### src/rtl/bas_accumulator_4_bit.sv
// Sequential 4-bit signed accumulator driving binaryAdderSubtractor_4_bit through an IDLE/EXEC/RESP handshake.
// Optional build macro BAS_ACC_SATURATE_EN clamps acc to +7/-8 on overflow; flags still report raw adder C/V.

module binaryAdderSubtractor_4_bit (
  output logic [3:0] S,
  output logic       C,
  output logic       V,
  input  logic [3:0] A,
  input  logic [3:0] B,
  input  logic       M
);
  logic [3:0] b_eff;
  logic [4:0] sum;

  always_comb begin
    b_eff = B ^ {4{M}};
    sum   = {1'b0, A} + {1'b0, b_eff} + {4'b0000, M};
    S     = sum[3:0];
    C     = sum[4];
    V     = (A[3] == b_eff[3]) && (sum[3] != A[3]);
  end
endmodule

module bas_accumulator_4_bit #(
  parameter int CNT_W = 8
) (
  input  logic                    clk,
  input  logic                    rst,
  input  logic                    clr,
  input  logic                    in_valid,
  output logic                    in_ready,
  input  logic signed [3:0]       in_data,
  input  logic                    in_op,
  output logic                    out_valid,
  input  logic                    out_ready,
  output logic signed [3:0]       acc,
  output logic                    acc_c,
  output logic                    acc_v,
  output logic                    ovf_sticky,
  output logic [CNT_W-1:0]        op_count
);
  typedef enum logic [1:0] {IDLE, EXEC, RESP} state_t;

  state_t             state, next_state;
  logic signed [3:0]  operand_p0;
  logic               op_p0;
  logic        [3:0]  sum_s;
  logic               sum_c;
  logic               sum_v;

  binaryAdderSubtractor_4_bit u_addsub (
    .S(sum_s),
    .C(sum_c),
    .V(sum_v),
    .A(acc),
    .B(operand_p0),
    .M(op_p0)
  );

  function automatic logic [CNT_W-1:0] sat_inc(input logic [CNT_W-1:0] cnt);
    if (&cnt) return cnt;
    return cnt + 1'b1;
  endfunction

`ifdef BAS_ACC_SATURATE_EN
  // Direction of overflow follows the sign of the operand the adder actually saw.
  function automatic logic signed [3:0] saturate(input logic [3:0] s, input logic v,
                                                 input logic b_msb);
    if (!v) return s;
    return b_msb ? 4'sb1000 : 4'sb0111;
  endfunction
`endif

  always_comb begin
    next_state = state;
    in_ready   = 1'b0;
    out_valid  = 1'b0;
    case (state)
      IDLE: begin
        in_ready = 1'b1;
        if (in_valid) next_state = EXEC;
      end
      EXEC: next_state = RESP;
      RESP: begin
        out_valid = 1'b1;
        if (out_ready) next_state = IDLE;
      end
      default: next_state = IDLE;
    endcase
  end

  always_ff @(posedge clk) begin
    if (rst || clr) begin
      state      <= IDLE;
      operand_p0 <= '0;
      op_p0      <= 1'b0;
      acc        <= '0;
      acc_c      <= 1'b0;
      acc_v      <= 1'b0;
      ovf_sticky <= 1'b0;
      op_count   <= '0;
    end else begin
      state <= next_state;
      // p0: operand capture on the accepting edge
      if (state == IDLE && in_valid) begin
        operand_p0 <= in_data;
        op_p0      <= in_op;
      end
      // EXEC edge: commit adder result and flags
      if (state == EXEC) begin
`ifdef BAS_ACC_SATURATE_EN
        acc <= saturate(sum_s, sum_v, operand_p0[3] ^ op_p0);
`else
        acc <= sum_s;
`endif
        acc_c      <= sum_c;
        acc_v      <= sum_v;
        ovf_sticky <= ovf_sticky | sum_v;
        op_count   <= sat_inc(op_count);
      end
    end
  end
endmodule

### config.mk
export PLATFORM = sky130hd
export DESIGN_NAME = bas_accumulator_4_bit
export DESIGN_NICKNAME = d
export VERILOG_FILES = /design/src/rtl/bas_accumulator_4_bit.sv
export SDC_FILE = /design/constraint.sdc
export NUM_CORES = 1
export LEC_CHECK = 0
export CORE_MARGIN = 5
export CORE_UTILIZATION = 60
export CTS_BUF_LIST = sky130_fd_sc_hd__clkbuf_4
export DETAILED_ROUTE_END_ITERATION = 10
export DONT_BUFFER_PORTS = 1
export PLACE_DENSITY = 0.76
export REMOVE_ABC_BUFFERS = 1
export SYNTH_ARGS = -nofsm -noshare
export SYNTH_HDL_FRONTEND = slang
export SYNTH_HIERARCHICAL = 1
export SYNTH_SLANG_ARGS = --single-unit
### constraint.sdc
create_clock -name clk -period 2.2 [get_ports clk]
set_clock_uncertainty 0.15 [all_clocks]
set_input_delay 0.33 -clock clk [delete_from_list [all_inputs] [get_ports clk]]
set_output_delay 0.33 -clock clk [all_outputs]
set_load 0.02 [all_outputs]
==> results of run 1 <==
## worst paths after layout
kind	startpoint	endpoint	slack, ns	cells after the start
setup / recovery	op_p0	ovf_sticky	0.15	7
hold / removal	in_data[0]	operand_p0[0]	0.03	2
setup reg to reg	op_p0	ovf_sticky	0.15	7
hold reg to reg	operand_p0[3]	operand_p0[3]	0.38	2
## layout make-up
cell class                      count  area (um^2)  area share
Sequential cell                    22          442       0.378
Tap cell                           25         31.3      0.0268
Inverter                            1         3.75     0.00322
Clock buffer                        3         22.5      0.0193
Multi-Input combinational cell     92          638       0.547
Timing Repair Buffer                4         30.0      0.0257
## logic make-up after synthesis
kind of cell,count (synthesis),share of synthesized area
flops,22,0.400
mux,10,0.100
fa+ha+maj,5,0.0636
xor+xnor,8,0.0636
simple gates,49,0.219
compound gates,20,0.133
buf+inv,6,0.0205
## power breakdown
group / total (mW) / internal (mW) / switching, mW / leakage [nW]
combinational: 0.0531 / 0.0219 / 0.0312 / 0.303
clock: 0.172 / 0.0636 / 0.108 / 0.0138
sequential: 0.410 / 0.403 / 0.00639 / 0.178
## registers in the layout, summed over array words and instances (netlist names)
signal,count
op_p0,1
acc_c,1
acc,4
state,2
operand_p0,4
acc_v,1
op_count,8
ovf_sticky,1
## metrics by stage
stage / std cells / cell area (um^2)
6_report: 147 / 1170
5_1_grt: 147 / 1170
4_1_cts: 147 / 1170
3_5_place_dp: 144 / 1140
3_3_place_gp: 144 / 1140
2_1_floorplan: 115 / 1080
## critical path, delay by kind of cell (launching register included)
family	cells	cell delay (ns)
AO/OA/AOI/OAI	3	0.51
XOR/XNOR	1	0.16
adder cells (fa/ha/maj)	1	0.36
flip-flops	1	0.37
multiplexers	1	0.32
AND/OR/NAND/NOR	1	0.05
## cells in the mapped netlist (2+ instances only)
cell	count	share of area
dfxtp_1	22	0.40
nand2b_1	2	0.011
nand3_1	3	0.014
a21oi_1	10	0.045
mux2i_1	8	0.073
nor2b_1	3	0.017
ha_1	4	0.045
a21o_1	3	0.020
nor3_1	3	0.014
nor2_1	14	0.048
clkbuf_1	5	0.017
mux2_4	2	0.027
xor2_1	6	0.048
nand2_1	15	0.051
xnor2_1	2	0.016
## timing repair
item / in CTS / in global routing
gates resized for setup: 0 / 1
setup endpoints to repair: 0 / 1
buffers inserted: 0 / 0
## routing by layer
metal	wire length [um]	up-vias	global-route usage	part of all wire
li1	-	417	-	-
met1	893	373	0.197	0.44
met2	1030	14	0.324	0.50
met3	106	2	0.0370	0.052
met4	17	0	0.0766	0.0083
met5	0	-	0	0
## cells in the final DEF (no fill, tap or decap), drive strengths merged, types with 2 or more instances in the layout
master / synthesis / layout
a21o: 3 / 3
a21oi: 10 / 10
buf: 0 / 4
clkbuf: 5 / 3
dfxtp: 22 / 22
ha: 4 / 4
mux2: 2 / 2
mux2i: 8 / 8
nand2: 15 / 15
nand2b: 3 / 3
nand3: 3 / 3
nor2: 14 / 14
nor2b: 3 / 3
nor3: 3 / 3
or2: 2 / 2
xnor2: 2 / 2
xor2: 6 / 6
==> impl_metrics.json, run 1 <==
{
  "ctsRootBufferMaster": "clkbuf_4",
  "antenna_left": 0,
  "drc_errors": 0,
  "fin_ws_ns": 0.151,
  "cp_max_fo": 5,
  "grt_pass1_wl_um": 3690,
  "critPathMaxStageDelay_ns": 0.37,
  "drive_above_1_share": 0.123,
  "areaGrowthSynthToFinish_pct": 6.02,
  "cp.required_ns": 2.23,
  "preCtsSetupSlack_ns": 0.115,
  "grt_max_degree": 23,
  "rsz0062_at_grt": "no",
  "post-route-period-util": 0.931,
  "p_per_area_nw_per_um2": 544,
  "whs_ns": 0.0300,
  "relSlewSlack": 0.716,
  "viasPerCell": 5.48,
  "final_core_util": 0.676,
  "avgSynthCellArea_um2": 9.18,
  "ys_seq_area_frac": 0.400,
  "slew_viol_final": 0,
  "antenna_cells": 0,
  "fin_tns_setup_ns": 0,
  "max_slew.worst_pin.slew_ns": 0.426,
  "synth_edf_count": 0,
  "wirelength_um": 2040,
  "yosys_register_bits": 22,
  "numCtsBuffers": 3,
  "post-route-min-period_ns": 2.05,
  "dieArea_um2": 2790,
  "path_class": "reg -> reg",
  "fp.dieH_um": 52.8,
  "nFillCells": 150,
  "hold_violations": 0,
  "setup-violations-final": 0,
  "status": "completed",
  "path_cells": "xor2_1 > ha_1 > a21o_1 > a31oi_4 > mux2_4 > a21oi_1 > nor2_1",
  "path_clk_slew_ns": 0.11,
  "die_x_um": 52.8,
  "cap_violations": 0,
  "portBuffers": 0,
  "gr-usage-all-layers": 0.179,
  "clock_path_buffers": 2,
  "fp-row-count": 15,
  "synthFlopType": "dfxtp_1",
  "cts_sinks": 22,
  "dr.pass1.iters": 3,
  "totalPowerFinal_mw": 0.635,
  "nets": 139,
  "antenna_found_initial": 0,
  "dp_hpwl_um": 1520,
  "cts_tree": "built",
  "cp-start-kind": "flop",
  "dr.first_iter.drc_count": 8,
  "gp_congestion": 0.719,
  "core_area_um2": 1730,
  "clock_latency_ns": 0.29,
  "synth.distinct_cells": 33,
  "power.leakage_nw": 0.495,
  "clock.fmax_mhz": 488,
  "htreeDepth": 1,
  "cts_hold_buffers": 0,
  "start_util": 0.638,
  "crit_path_top_delay_cell": "dfxtp_2",
  "routedWlPerCell_um": 13.9,
  "num_io_pins": 27,
  "syn_area_um2": 1100,
  "grt_pass1_vias": 865,
  "min_path_type": "in -> reg",
  "vias": 806,
  "ys_warn_count": 6,
  "grt_overflow": 0,
  "vdd_drop_max_mv": 0.358,
  "end_kind": "flop",
  "netlist_instances": 120,
  "async_reset_ff_frac": 0,
  "crit_arrival_ns": 2.08
}
No activity file was read; power rests on OpenSTA's default activity.
==> inputs of run 2 (changes only) <==
GPL_ROUTABILITY_DRIVEN = 1   (was unset)
==> results of run 2 <==
The final DEF is identical to that of run 1; final timing and power are the same.
==> inputs of run 3 (changes only) <==
CORE_ASPECT_RATIO = 0.6   (was unset)
CORE_UTILIZATION = 45   (was 60)
PLACE_DENSITY = unset   (was 0.76)
PLACE_DENSITY_LB_ADDON = 0.1   (was unset)
==> run 3 against run 2 <==
Register-to-register slack hardly changed. Sequential share of layout area is 0.32 points lower. Highest routed layer unchanged. Combinational power hardly changed. Hold slack worse by 0.014 ns. Core utilization is 15 points lower.
==> impl_metrics.json, run 3 (synthesis results as in run 1) <==
{
  "dr.pass1.iters": 4,
  "numCtsBuffers": 3,
  "critPathMaxStageDelay_ns": 0.37,
  "grt_pass1_vias": 744,
  "num_io_pins": 27,
  "crit_path_top_delay_cell": "dfxtp_2",
  "viasPerCell": 5.35,
  "core_area_um2": 2240,
  "antenna_left": 0,
  "totalPowerFinal_mw": 0.649,
  "cp.required_ns": 2.25,
  "post_cts_buffers": 0,
  "dp_hpwl_um": 1600,
  "drive_above_1_share": 0.122,
  "wirelength_um": 2150,
  "grtUsageMet2": 0.159,
  "post-route-min-period_ns": 2.04,
  "htreeDepth": 1,
  "drc_errors": 0,
  "areaGrowthSynthToFinish_pct": 6.93,
  "dieArea_um2": 3570,
  "min_path_cells": 2,
  "layout_commonest_cell": "dfxtp_1",
  "grt_overflow": 0,
  "setup-violations-final": 0,
  "p_per_area_nw_per_um2": 551,
  "cp_max_fo": 5,
  "grtUsageMet1": 0.200,
  "portBuffers": 0,
  "relSlewSlack": 0.723,
  "antenna_cells": 0,
  "antenna_found_initial": 0,
  "fp-row-count": 13,
  "min_path_type": "in -> reg",
  "layout_common_cells": "dfxtp_1 (21), nand2_1 (15), nor2_1 (14)",
  "status": "completed",
  "crit_arrival_ns": 2.09,
  "largest_reg_flops": 8,
  "vdd_drop_max_mv": 0.303,
  "gp_congestion": 0.704,
  "power.leakage_nw": 0.496,
  "end_kind": "flop",
  "fp.dieH_um": 48.3,
  "nets": 139,
  "path_class": "reg -> reg",
  "hold_violations": 0,
  "slew_viol_final": 0,
  "post-route-period-util": 0.929,
  "start_util": 0.491,
  "grt_pass1_wl_um": 3630,
  "clock.fmax_mhz": 489,
  "nFillCells": 215,
  "fin_tns_setup_ns": 0,
  "cts_tree": "built",
  "ctsRootBufferMaster": "clkbuf_4",
  "grt.busiest_layer": "met1",
  "die_x_um": 73.9,
  "cp-start-kind": "flop",
  "path_cells": "xor2_1 > ha_1 > a21o_1 > a31oi_4 > mux2_4 > a21oi_1 > nor2_1",
  "path_clk_slew_ns": 0.12,
  "clock_path_buffers": 2,
  "cts_sinks": 22,
  "max_slew.worst_pin.slew_ns": 0.414,
  "routedWlPerCell_um": 14.1,
  "reg2reg_depth": 7,
  "grt_max_degree": 23,
  "regMostFlops": "op_count",
  "largestRegisters": "op_count: 8 flops, acc: 4 flops, operand_p0: 4 flops",
  "dr.first_iter.drc_count": 34,
  "gr-usage-all-layers": 0.132,
  "rsz0062_at_grt": "no",
  "clock_latency_ns": 0.30,
  "met3_usage": 0.0638,
  "vias": 818,
  "cap_violations": 0
}
[run 3: layout make-up]
class | instances | area (um^2) | area share
timing repair buffer | 4 | 30.0 | 0.0255
clock buffer | 3 | 22.5 | 0.0191
clock inverter | 1 | 3.75 | 0.00319
multi-input combinational | 92 | 638 | 0.542
inverter | 1 | 3.75 | 0.00319
tap | 30 | 37.5 | 0.0319
sequential | 22 | 442 | 0.375
[run 3: repair_timing]
item,in CTS,in global routing
gates resized for setup,0,1
hold buffers,0,0
endpoints found under the setup margin,0,1
[run 3: through the flow]
step                      hold WS, ns  cell area, um^2  std cells   util  setup WS [ns]
after CTS                     0.00769             1180        153  0.524          0.114
final                          0.0164             1180        153  0.525          0.155
after detailed placement        0.339             1150        149  0.512          0.138
after global placement          0.328             1150        149  0.512          0.191
after floorplan                 0.327             1080        115      -          0.240
after global routing           0.0102             1180        153  0.525         0.0437
[run 3: worst paths after layout]
kind	endpoint	slack [ns]	start
max reg2reg	ovf_sticky	0.16	op_p0
min	operand_p0[3]	0.02	in_data[3]
min reg2reg	operand_p0[1]	0.40	operand_p0[1]
max	ovf_sticky	0.16	op_p0
[run 3: metal layers]
metal | up-vias | wire length (um)
met2 | 27 | 840
met3 | 2 | 188
met5 | - | 0
li1 | 419 | -
met4 | 0 | 17
met1 | 370 | 1100
[run 3: where the power goes]
part | internal, mW | leakage [nW] | switching [mW]
clock | 0.0662 | 0.0154 | 0.120
combinational | 0.0218 | 0.303 | 0.0313
sequential | 0.403 | 0.178 | 0.00675
[run 3: worst max-delay path, delay by kind of cell, from the launching register on]
| family | cells | cell delay, ns |
|---|---|---|
| XOR/XNOR | 1 | 0.16 |
| adder cells (fa/ha/maj) | 1 | 0.36 |
| AND/OR/NAND/NOR | 1 | 0.05 |
| multiplexers | 1 | 0.32 |
| AO/OA/AOI/OAI | 3 | 0.51 |
| flip-flops | 1 | 0.37 |
